--- src/rtl/spi_target.sv ---
// -----------------------------------------------------------------------------
// spi_target
//    SPI responder for the far end of the ppla SPI link. Emulates a device
//    under test for loopback and regression. CS, SCLK and MOSI are
//    oversampled in the i_clk domain. Each frame captures one MOSI word and
//    shifts out one MISO response word. All four CPOL/CPHA modes are
//    supported, and each direction has its own bit width.
//
// Optional feature macro: SPI_TARGET_ECHO_EN
//    When defined, the i_echo_mode input is added. If i_echo_mode is 1 at
//    frame start, the response word is the previously received word.
//
// Parameters
//    SYNC_STAGES  synchronizer depth on CS/SCLK/MOSI (>= 2)
//    DATA_WIDTH   maximum frame width; the width inputs are clamped to it
//
// Ports
//    i_clk         system clock, all logic on posedge
//    i_reset       synchronous active-high reset
//    i_spi_cs      chip select, active low (asynchronous)
//    i_spi_sclk    serial clock (asynchronous)
//    i_spi_mosi    master-out data (asynchronous)
//    o_spi_miso    master-in data
//    o_miso_oe     MISO drive enable, high while a frame is open
//    i_cpol        SCLK idle level
//    i_cpha        0: sample on leading edge, 1: sample on trailing edge
//    i_mosi_width  bits captured per frame (0 = capture disabled)
//    i_miso_width  bits driven per frame (0 = MISO held 0)
//    i_echo_mode   (SPI_TARGET_ECHO_EN only) respond with last RX word
//    i_tx_data     response word, latched at frame start
//    o_rx_data     last complete MOSI word, right-aligned
//    o_rx_valid    1-cycle pulse when o_rx_data updates
//    o_frame_err   1-cycle pulse when CS is released before the word completes
//    o_busy        high from frame start until the FSM returns to IDLE
// -----------------------------------------------------------------------------
module spi_target #(
   parameter int SYNC_STAGES = 2,
   parameter int DATA_WIDTH  = 32
) (
   input  logic                  i_clk,
   input  logic                  i_reset,
   input  logic                  i_spi_cs,
   input  logic                  i_spi_sclk,
   input  logic                  i_spi_mosi,
   output logic                  o_spi_miso,
   output logic                  o_miso_oe,
   input  logic                  i_cpol,
   input  logic                  i_cpha,
   input  logic [7:0]            i_mosi_width,
   input  logic [7:0]            i_miso_width,
`ifdef SPI_TARGET_ECHO_EN
   input  logic                  i_echo_mode,
`endif
   input  logic [DATA_WIDTH-1:0] i_tx_data,
   output logic [DATA_WIDTH-1:0] o_rx_data,
   output logic                  o_rx_valid,
   output logic                  o_frame_err,
   output logic                  o_busy
);

   localparam int SW = $clog2(SYNC_STAGES + 1);

   typedef enum logic [1:0] {
      S_IDLE,
      S_ACTIVE,
      S_DONE
   } state_t;

   function automatic logic [7:0] clamp_width(input logic [7:0] w);
      if (int'(w) > DATA_WIDTH) return 8'(DATA_WIDTH);
      return w;
   endfunction

   state_t                  r_state;
   state_t                  w_state_nxt;

   logic [SYNC_STAGES-1:0]  r_cs_sync;
   logic [SYNC_STAGES-1:0]  r_sclk_sync;
   logic [SYNC_STAGES-1:0]  r_mosi_sync;
   logic                    r_sclk_prev;
   logic [SW-1:0]           r_settle;
   logic                    r_armed;

   logic                    r_cpol;
   logic                    r_cpha;
   logic [7:0]              r_mosi_w;
   logic [7:0]              r_miso_w;
   logic [DATA_WIDTH-1:0]   r_rx_shift;
   logic [7:0]              r_rx_cnt;
   logic [DATA_WIDTH-1:0]   r_tx_shift;
   logic [7:0]              r_tx_cnt;

   logic                    r_miso;
   logic                    r_miso_oe;
   logic [DATA_WIDTH-1:0]   r_rx_data;
   logic                    r_rx_valid;
   logic                    r_frame_err;
   logic                    r_busy;

   logic                    w_cs_s;
   logic                    w_sclk_s;
   logic                    w_mosi_s;
   logic                    w_settled;
   logic                    w_sclk_edge;
   logic                    w_lead;
   logic                    w_trail;
   logic                    w_sample;
   logic                    w_shift;
   logic                    w_rx_last;
   logic [DATA_WIDTH-1:0]   w_rx_word;
   logic [7:0]              w_mosi_w_c;
   logic [7:0]              w_miso_w_c;
   logic [DATA_WIDTH-1:0]   w_tx_src;
   logic [DATA_WIDTH-1:0]   w_tx_aligned;
   logic                    w_start;
   logic                    w_capture;
   logic                    w_abort;
   logic                    w_release;

   assign w_cs_s    = r_cs_sync[SYNC_STAGES-1];
   assign w_sclk_s  = r_sclk_sync[SYNC_STAGES-1];
   assign w_mosi_s  = r_mosi_sync[SYNC_STAGES-1];
   assign w_settled = (r_settle == SW'(SYNC_STAGES));

   // Edge type is judged against the CPOL latched for the current frame.
   assign w_sclk_edge = (w_sclk_s != r_sclk_prev);
   assign w_lead      = w_sclk_edge && (w_sclk_s != r_cpol);
   assign w_trail     = w_sclk_edge && (w_sclk_s == r_cpol);
   assign w_sample    = r_cpha ? w_trail : w_lead;
   assign w_shift     = r_cpha ? w_lead : w_trail;

   assign w_rx_last = ((r_rx_cnt + 8'd1) == r_mosi_w);
   assign w_rx_word = {r_rx_shift[DATA_WIDTH-2:0], w_mosi_s};

   assign w_mosi_w_c = clamp_width(i_mosi_width);
   assign w_miso_w_c = clamp_width(i_miso_width);

`ifdef SPI_TARGET_ECHO_EN
   assign w_tx_src = i_echo_mode ? r_rx_data : i_tx_data;
`else
   assign w_tx_src = i_tx_data;
`endif

   // Left-align the response so the MSB of the shifter is always the next
   // bit to present, whatever the MISO width.
   assign w_tx_aligned = w_tx_src << (DATA_WIDTH - int'(w_miso_w_c));

   // ---------------------------------------------------------------------
   // FSM state register
   // ---------------------------------------------------------------------
   // NOTE: every clocked process uses non-blocking assignments, so each
   // flop sees the pre-edge values of the others regardless of code order.
   always_ff @(posedge i_clk) begin
      if (i_reset) r_state <= S_IDLE;
      else         r_state <= w_state_nxt;
   end

   // ---------------------------------------------------------------------
   // FSM next state and event strobes
   // ---------------------------------------------------------------------
   always_comb begin
      // NOTE: defaults first, so no path through the case leaves a signal
      // unassigned; that would infer a latch.
      w_state_nxt = r_state;
      w_start     = 1'b0;
      w_capture   = 1'b0;
      w_abort     = 1'b0;
      w_release   = 1'b0;
      unique case (r_state)
         S_IDLE: begin
            // A frame opens only once CS has been seen high since reset.
            // This keeps a frame broken by reset from being picked up.
            if (r_armed && !w_cs_s) begin
               w_start     = 1'b1;
               w_state_nxt = (w_mosi_w_c == 8'd0) ? S_DONE : S_ACTIVE;
            end
         end
         S_ACTIVE: begin
            // The final sample wins over a simultaneous CS release.
            if (w_sample && w_rx_last) begin
               w_capture   = 1'b1;
               w_state_nxt = S_DONE;
            end else if (w_cs_s) begin
               w_abort     = 1'b1;
               w_state_nxt = S_IDLE;
            end
         end
         S_DONE: begin
            if (w_cs_s) begin
               w_release   = 1'b1;
               w_state_nxt = S_IDLE;
            end
         end
         default: w_state_nxt = S_IDLE;
      endcase
   end

   // ---------------------------------------------------------------------
   // Synchronizers, arming, and the frame datapath
   // ---------------------------------------------------------------------
   always_ff @(posedge i_clk) begin
      if (i_reset) begin
         r_cs_sync   <= '1;
         r_sclk_sync <= {SYNC_STAGES{i_cpol}};
         r_mosi_sync <= '0;
         r_sclk_prev <= i_cpol;
         r_settle    <= '0;
         r_armed     <= 1'b0;
         r_cpol      <= i_cpol;
         r_cpha      <= 1'b0;
         r_mosi_w    <= '0;
         r_miso_w    <= '0;
         r_rx_shift  <= '0;
         r_rx_cnt    <= '0;
         r_tx_shift  <= '0;
         r_tx_cnt    <= '0;
         r_miso      <= 1'b0;
         r_miso_oe   <= 1'b0;
         r_rx_data   <= '0;
         r_rx_valid  <= 1'b0;
         r_frame_err <= 1'b0;
         r_busy      <= 1'b0;
      end else begin
         r_cs_sync   <= {r_cs_sync[SYNC_STAGES-2:0], i_spi_cs};
         r_sclk_sync <= {r_sclk_sync[SYNC_STAGES-2:0], i_spi_sclk};
         r_mosi_sync <= {r_mosi_sync[SYNC_STAGES-2:0], i_spi_mosi};
         r_sclk_prev <= w_sclk_s;

         // The chain's reset value reads as "CS high". Arming therefore
         // waits until every stage holds a real sample of the pin.
         if (!w_settled) r_settle <= r_settle + SW'(1);
         if (w_settled && w_cs_s) r_armed <= 1'b1;

         r_rx_valid  <= w_capture;
         r_frame_err <= w_abort;

         if (w_start) begin
            r_cpol     <= i_cpol;
            r_cpha     <= i_cpha;
            r_mosi_w   <= w_mosi_w_c;
            r_miso_w   <= w_miso_w_c;
            r_rx_shift <= '0;
            r_rx_cnt   <= '0;
            r_busy     <= 1'b1;
            r_miso_oe  <= 1'b1;
            // CPHA=0 presents the first bit at frame start. CPHA=1 waits
            // for the first leading edge.
            if (!i_cpha && (w_miso_w_c != 8'd0)) begin
               r_miso     <= w_tx_aligned[DATA_WIDTH-1];
               r_tx_shift <= w_tx_aligned << 1;
               r_tx_cnt   <= 8'd1;
            end else begin
               r_miso     <= 1'b0;
               r_tx_shift <= w_tx_aligned;
               r_tx_cnt   <= 8'd0;
            end
         end else if (w_abort || w_release) begin
            r_busy    <= 1'b0;
            r_miso_oe <= 1'b0;
            r_miso    <= 1'b0;
         end else if (r_state != S_IDLE) begin
            // MISO keeps running in DONE until its own width is used up.
            // Only surplus MOSI bits are dropped.
            if (w_shift) begin
               if (r_tx_cnt < r_miso_w) begin
                  r_miso     <= r_tx_shift[DATA_WIDTH-1];
                  r_tx_shift <= r_tx_shift << 1;
                  r_tx_cnt   <= r_tx_cnt + 8'd1;
               end else begin
                  r_miso <= 1'b0;
               end
            end
            if ((r_state == S_ACTIVE) && w_sample) begin
               r_rx_shift <= w_rx_word;
               r_rx_cnt   <= r_rx_cnt + 8'd1;
            end
            if (w_capture) r_rx_data <= w_rx_word;
         end
      end
   end

   assign o_spi_miso  = r_miso;
   assign o_miso_oe   = r_miso_oe;
   assign o_rx_data   = r_rx_data;
   assign o_rx_valid  = r_rx_valid;
   assign o_frame_err = r_frame_err;
   assign o_busy      = r_busy;

endmodule

--- config.mk ---
export PLATFORM = sky130hd
export DESIGN_NAME = spi_target
export DESIGN_NICKNAME = d
export VERILOG_FILES = /design/src/rtl/spi_target.sv
export SDC_FILE = /design/constraint.sdc
export NUM_CORES = 1
export LEC_CHECK = 0
export BUFFER_PORTS_ARGS = -buffer_cell sky130_fd_sc_hd__buf_4
export CAP_MARGIN = 20
export CORE_ASPECT_RATIO = 0.9
export CORE_MARGIN = 2
export CORE_UTILIZATION = 60
export CTS_BUF_LIST = sky130_fd_sc_hd__clkbuf_8
export DETAILED_ROUTE_END_ITERATION = 8
export GPL_ROUTABILITY_DRIVEN = 0
export GPL_TIMING_DRIVEN = 0
export PLACE_DENSITY = 0.88
export SLEW_MARGIN = 20
export SYNTH_ARGS = -nofsm -noshare
export SYNTH_HDL_FRONTEND = slang
export SYNTH_SLANG_ARGS = --single-unit
--- constraint.sdc ---
create_clock -name i_clk -period 4.7 [get_ports i_clk]
set_input_delay 1.175 -clock i_clk [delete_from_list [all_inputs] [get_ports i_clk]]
set_output_delay 1.175 -clock i_clk [all_outputs]
set_load 0.05 [all_outputs]
# [Word level (Yosys, flattened, before mapping)]
# Cells that the tools add are included.
# W data, S select, Z words.
[totals] regBits=145 latchBits=0 ram_bits=0 rom_bits=0 out_inout_bits=37 word_cells=110 memories=0
[classes] add_sub_neg=4 mul=0 div_mod_pow=0 magnitude_cmp=3 n_eq_ne=9 shift=1 n_mux=45 n_bitwise=2 n_reduce_logical=26
[ops] op="$mux W32" n=6
[ops] op="$mux W8" n=9
[ops] op="$shl A32 B32 Y32" n=1
[ops] op="$mux W1" n=24
[ops] op="$add A8 B1 Y8 const B" n=2
[ops] op="$gt A8 B6 Y1 const B" n=2
[ops] op="$reduce_bool A2 Y1" n=6
[ops] op="$mux W2" n=5
[ops] op="$sub A6 B8 Y9 const A" n=1
[ops] op="$eq A8 B8 Y1" n=1
[ops] op="$logic_not A8 Y1" n=1
[ops] op="$lt A8 B8 Y1" n=1
[ops] op="$reduce_and A4 Y1" n=2
[ops] op="$reduce_bool A8 Y1" n=1
[ops] op="$logic_and A1 B1 Y1" n=7
[ops] op="$pmux W2 S3" n=1
[ops] op="$reduce_bool A3 Y1" n=2
[ops] op="$eq A2 B2 Y1 const B" n=2
[ops] op="$ne A2 B2 Y1 const B" n=2
[ops] op="$reduce_and A3 Y1" n=1
[ops] op="$add A2 B1 Y2 const B" n=1
[ops] op="$eq A2 B1 Y1 const B" n=1
[ops] op="$logic_not A1 Y1" n=2
[ops] op="$logic_not A2 Y1" n=1
[ops] op="6 further kinds" n=8

# [Depth between registers and ports, before layout]
[logic_depth] depth_word=9 depth_mapped=16

# [Least setup slack after synthesis]
# OpenSTA, ideal clock, no wires.
[synth_path] path_type="input-to-reg" from="input port i_miso_width[5]" to="register r_tx_shift[25]" setup_ns=0.117 t_arrival_ns=4.063 setup_slack_ns=0.519 stages=14 path_cell_list="nor3_1 > buf_2 > buf_2 > buf_2 > nand2_1 > ha_1 > clkbuf_1 > clkbuf_1 > mux4_2 > a22oi_1 > nor2_1 > a21oi_1 > o211ai_1 > a32o_1"
[synth_between] elab_chain_len=7 elab_cells_between_ends=9
[synth_rtl] element="start, declared" line_no="50" text="input logic [7:0] i_miso_width,"
[synth_rtl] element="$gt A8 B6 Y1" line_no="70" text="if (int'(w) > DATA_WIDTH) return 8'(DATA_WIDTH);"
[synth_rtl] element="$mux W1" line_no="70"
[synth_rtl] element="$mux W8 (*)" line_no="71" text="return w;"
[synth_rtl] element="$sub A6 B8 Y9 / $reduce_bool A8 Y1 (equally long branches)" line_no="146, 248"
[synth_rtl] element="$shl A32 B32 Y32 / $logic_and A1 B1 Y1 (equally long branches)" line_no="146, 248"
[synth_rtl] element="$mux W32 (*)" line_no="248" text="if (!i_cpha && (w_miso_w_c != 8'd0)) begin"
[synth_rtl] element="$mux W32 (*)" line_no="237" text="if (w_start) begin"
[synth_rtl] element="end signal, assigned" line_no="250" text="r_tx_shift <= w_tx_aligned << 1;"
[synth_rtl] element="end signal, assigned" line_no="254" text="r_tx_shift <= w_tx_aligned;"
[synth_rtl] element="end signal, assigned" line_no="267" text="r_tx_shift <= r_tx_shift << 1;"
[synth_rtl] element="end, declared" line_no="90" text="logic [DATA_WIDTH-1:0] r_tx_shift;"
# Mark *: on every way between the ends. The rest lies on a longest branch, timed or not.
# A chain may end at the register's enable or synchronous reset.

# [Worst setup path in the final report]
[layout_path] from="input port i_miso_width[5]" to="register r_tx_shift[20]"
# Same word-level chain as after synthesis.

==> impl_metrics.json <==
{
  "num-fill-cells": 1167,
  "antenna_found_initial": 0,
  "grt_pass1_vias": 8271,
  "dr_wl_met2_um": 11400,
  "clkPwrFrac": 0.324,
  "placed_area_um2": 9810,
  "antenna_cells": 0,
  "p_per_area_nw_per_um2": 264,
  "hpwl_um": 19600,
  "drv_cap": 0,
  "p_seq_frac": 0.471,
  "ys_seq_elements": 145,
  "start_util": 0.609,
  "clock_path_buffers": 2,
  "max_clock_freq_mhz": 206,
  "period_needed_ns": 4.84,
  "dieArea_um2": 15800,
  "grt_pass1_wl_um": 42200,
  "die_w_um": 132,
  "cts-root-buf": "clkbuf_8",
  "numClockSinks": 145,
  "postCtsHoldBufs": 0,
  "synth_top_area_cell": "dfxtp_1",
  "grt_usage": 0.329,
  "finalMaxSlewViolations": 0,
  "utilization": 0.702,
  "synth_area_leaders": "dfxtp_1, mux2i_1, nand2_1",
  "violations": "negative setup slack",
  "relSlewSlack": 0.447,
  "async_flop_share": 0,
  "p_comb_frac": 0.205,
  "crit_arrival_ns": 5.19,
  "nets": 1229,
  "pin_count": 92,
  "wl_per_cell_um": 19.4,
  "synth.cell_area_um2": 8890,
  "synth_nets": 1120,
  "internal_power_uw": 1890,
  "postRouteAntennaNets": 0,
  "finalCritPeriodShare": 1.03,
  "setup_viol": 3,
  "finalWirelength_um": 26700,
  "die_h_um": 119,
  "yosys.area.top_type_share": 0.324,
  "switching_share": 0.302,
  "drt-met1-wl_um": 10700,
  "yosysUniqueCellTypes": 88,
  "hold_violations": 0,
  "finClkSkew_ns": 0.0129,
  "final_common_cell": "dfxtp_1",
  "synth-edff-count": 1,
  "synthCells": 1054,
  "path_max_fanout": 10,
  "hold_slack_ns": 0.422,
  "crit_required_ns": 5.05,
  "final_cell_area_um2": 10300,
  "vias_per_cell": 6.75,
  "clk_pin_slew_ns": 0.08,
  "syn_avg_cell_area_um2": 8.43,
  "setup_slack_ns": -0.144,
  "instances_no_fill": 1371,
  "rows": 42,
  "setup-tns-final_ns": -0.290,
  "grt_start_max_net_pins": 17,
  "cts_buffers": 17,
  "drive_above_1_share": 0.194,
  "area_growth_pct": 15.4,
  "dpl.cell_count": 1341,
  "first_iter_violations": 1567,
  "fp.coreArea_um2": 14600,
  "clock_latency_ns": 0.46,
  "htree_levels": 4,
  "p_sw_uw": 817,
  "layout_common_cells": "dfxtp_1, nand2_1, buf_4",
  "criticalPathCategory": "primary input to register",
  "min_path_type": "register to register",
  "vias": 9256,
  "cts_tree": "done",
  "firstDrtPassIters": 7,
  "synth-warning-count": 0,
  "grt_overflow": 0,
  "synth_flop_cell": "dfxtp_1",
  "worstSetupStartpointType": "primary input",
  "drc": 0,
  "status": "finished with violations",
  "io_buffers": 89,
  "seq_area_frac_synth": 0.328,
  "p_leak_uw": 0.00373,
  "ir_drop_uv": 213,
  "wl_met3_um": 3200,
  "end_kind": "register",
  "worstMarginPinSlew_ns": 0.826,
  "routed.top_layer": "met4"
}
path summary, 6_finish.rpt:
check	from	slack, ns	endpoint	cells past startpoint
min reg2reg	r_cs_sync[0]	0.42	r_cs_sync[1]	1
min	r_cs_sync[0]	0.42	r_cs_sync[1]	1
max reg2reg	r_miso_w[5]	1.77	r_tx_shift[8]	9
max	i_miso_width[5]	-0.14	r_tx_shift[20]	16
stage by stage:
stage               total power [µW]  setup WS, ns
floorplan                       1640         0.519
global placement                1800        -0.522
detailed placement              1810        -0.558
CTS                             2670        0.0312
global route                    2790        -0.156
finish                          2710        -0.144
per-layer routing:
layer | track usage | up-vias
met2 | 0.505 | 755
met3 | 0.0885 | 155
met1 | 0.442 | 4194
li1 | - | 4152
met5 | 0 | -
met4 | 0.130 | 0
logic make-up (layout without fill, tap and decap cells):
logic type | count (synthesis) | in the layout | synth area share
AND/OR/NAND/NOR | 370 | 370 | 0.203
XOR/XNOR | 23 | 23 | 0.0235
buffers and inverters | 101 | 220 | 0.0517
multiplexers | 108 | 108 | 0.144
AO/OA/AOI/OAI | 296 | 296 | 0.234
flip-flops | 145 | 145 | 0.328
adder cells (fa/ha/maj) | 11 | 11 | 0.0155
cells in the mapped netlist, types with 13 or more instances:
library cell / count
a211oi_1: 16
nand3_1: 58
clkbuf_1: 44
nor2_1: 69
o211ai_1: 17
buf_2: 24
dfxtp_1: 144
inv_1: 19
mux2_2: 19
o21ai_0: 39
mux2i_1: 75
nand2_1: 132
or3_1: 13
a21oi_1: 75
nor3_1: 17
layout make-up:
| class | count | area [µm²] | area share |
|---|---|---|---|
| Timing Repair Buffer | 90 | 676 | 0.0658 |
| Inverter | 20 | 75.1 | 0.00732 |
| Tap cell | 198 | 248 | 0.0241 |
| Clock buffer | 18 | 248 | 0.0241 |
| Sequential cell | 145 | 2910 | 0.284 |
| Buffer | 81 | 398 | 0.0388 |
| Clock inverter | 11 | 92.6 | 0.00902 |
| Multi-Input combinational cell | 808 | 5610 | 0.547 |
sequential cells by signal, summed over array words and instances, names as in the netlist:
register,count
o_frame_err,1
r_cpol,1
r_rx_cnt,8
r_tx_shift,32
r_miso_w,8
r_mosi_w,8
o_busy,1
r_sclk_prev,1
r_armed,1
o_spi_miso,1
r_mosi_sync,2
r_cs_sync,2
r_sclk_sync,2
o_rx_data,32
r_state,2
o_rx_valid,1
r_rx_shift,31
r_tx_cnt,8
r_settle,2
r_cpha,1
power groups by stage:
| stage | Combinational (µW) | Sequential, µW | Clock [µW] |
|---|---|---|---|
| floorplan | 339 | 1300 | 0 |
| CTS | 512 | 1270 | 880 |
| detailed placement | 507 | 1300 | 0 |
| global placement | 500 | 1300 | 0 |
| finish | 555 | 1270 | 877 |
| global route | 581 | 1280 | 933 |
critical path, cell delays in order:
cell and delay [ns]:
buf_4 0.15, nor3_2 0.27, clkbuf_4 0.30, clkbuf_4 0.26
clkbuf_4 0.24, nand2_1 0.08, ha_1 0.20, buf_2 0.22
buf_2 0.24, buf_2 0.23, a221oi_1 0.49, a211oi_2 0.14
o21a_1 0.27, a222oi_1 0.49, o21ai_0 0.17, a22o_1 0.25
timing repair:
item,4_1_cts,5_1_grt
setup endpoints to repair,14,29
setup buffers,0,1
pin swaps,0,1
gates resized for setup,5,22
(Power assumes the default switching activity.)
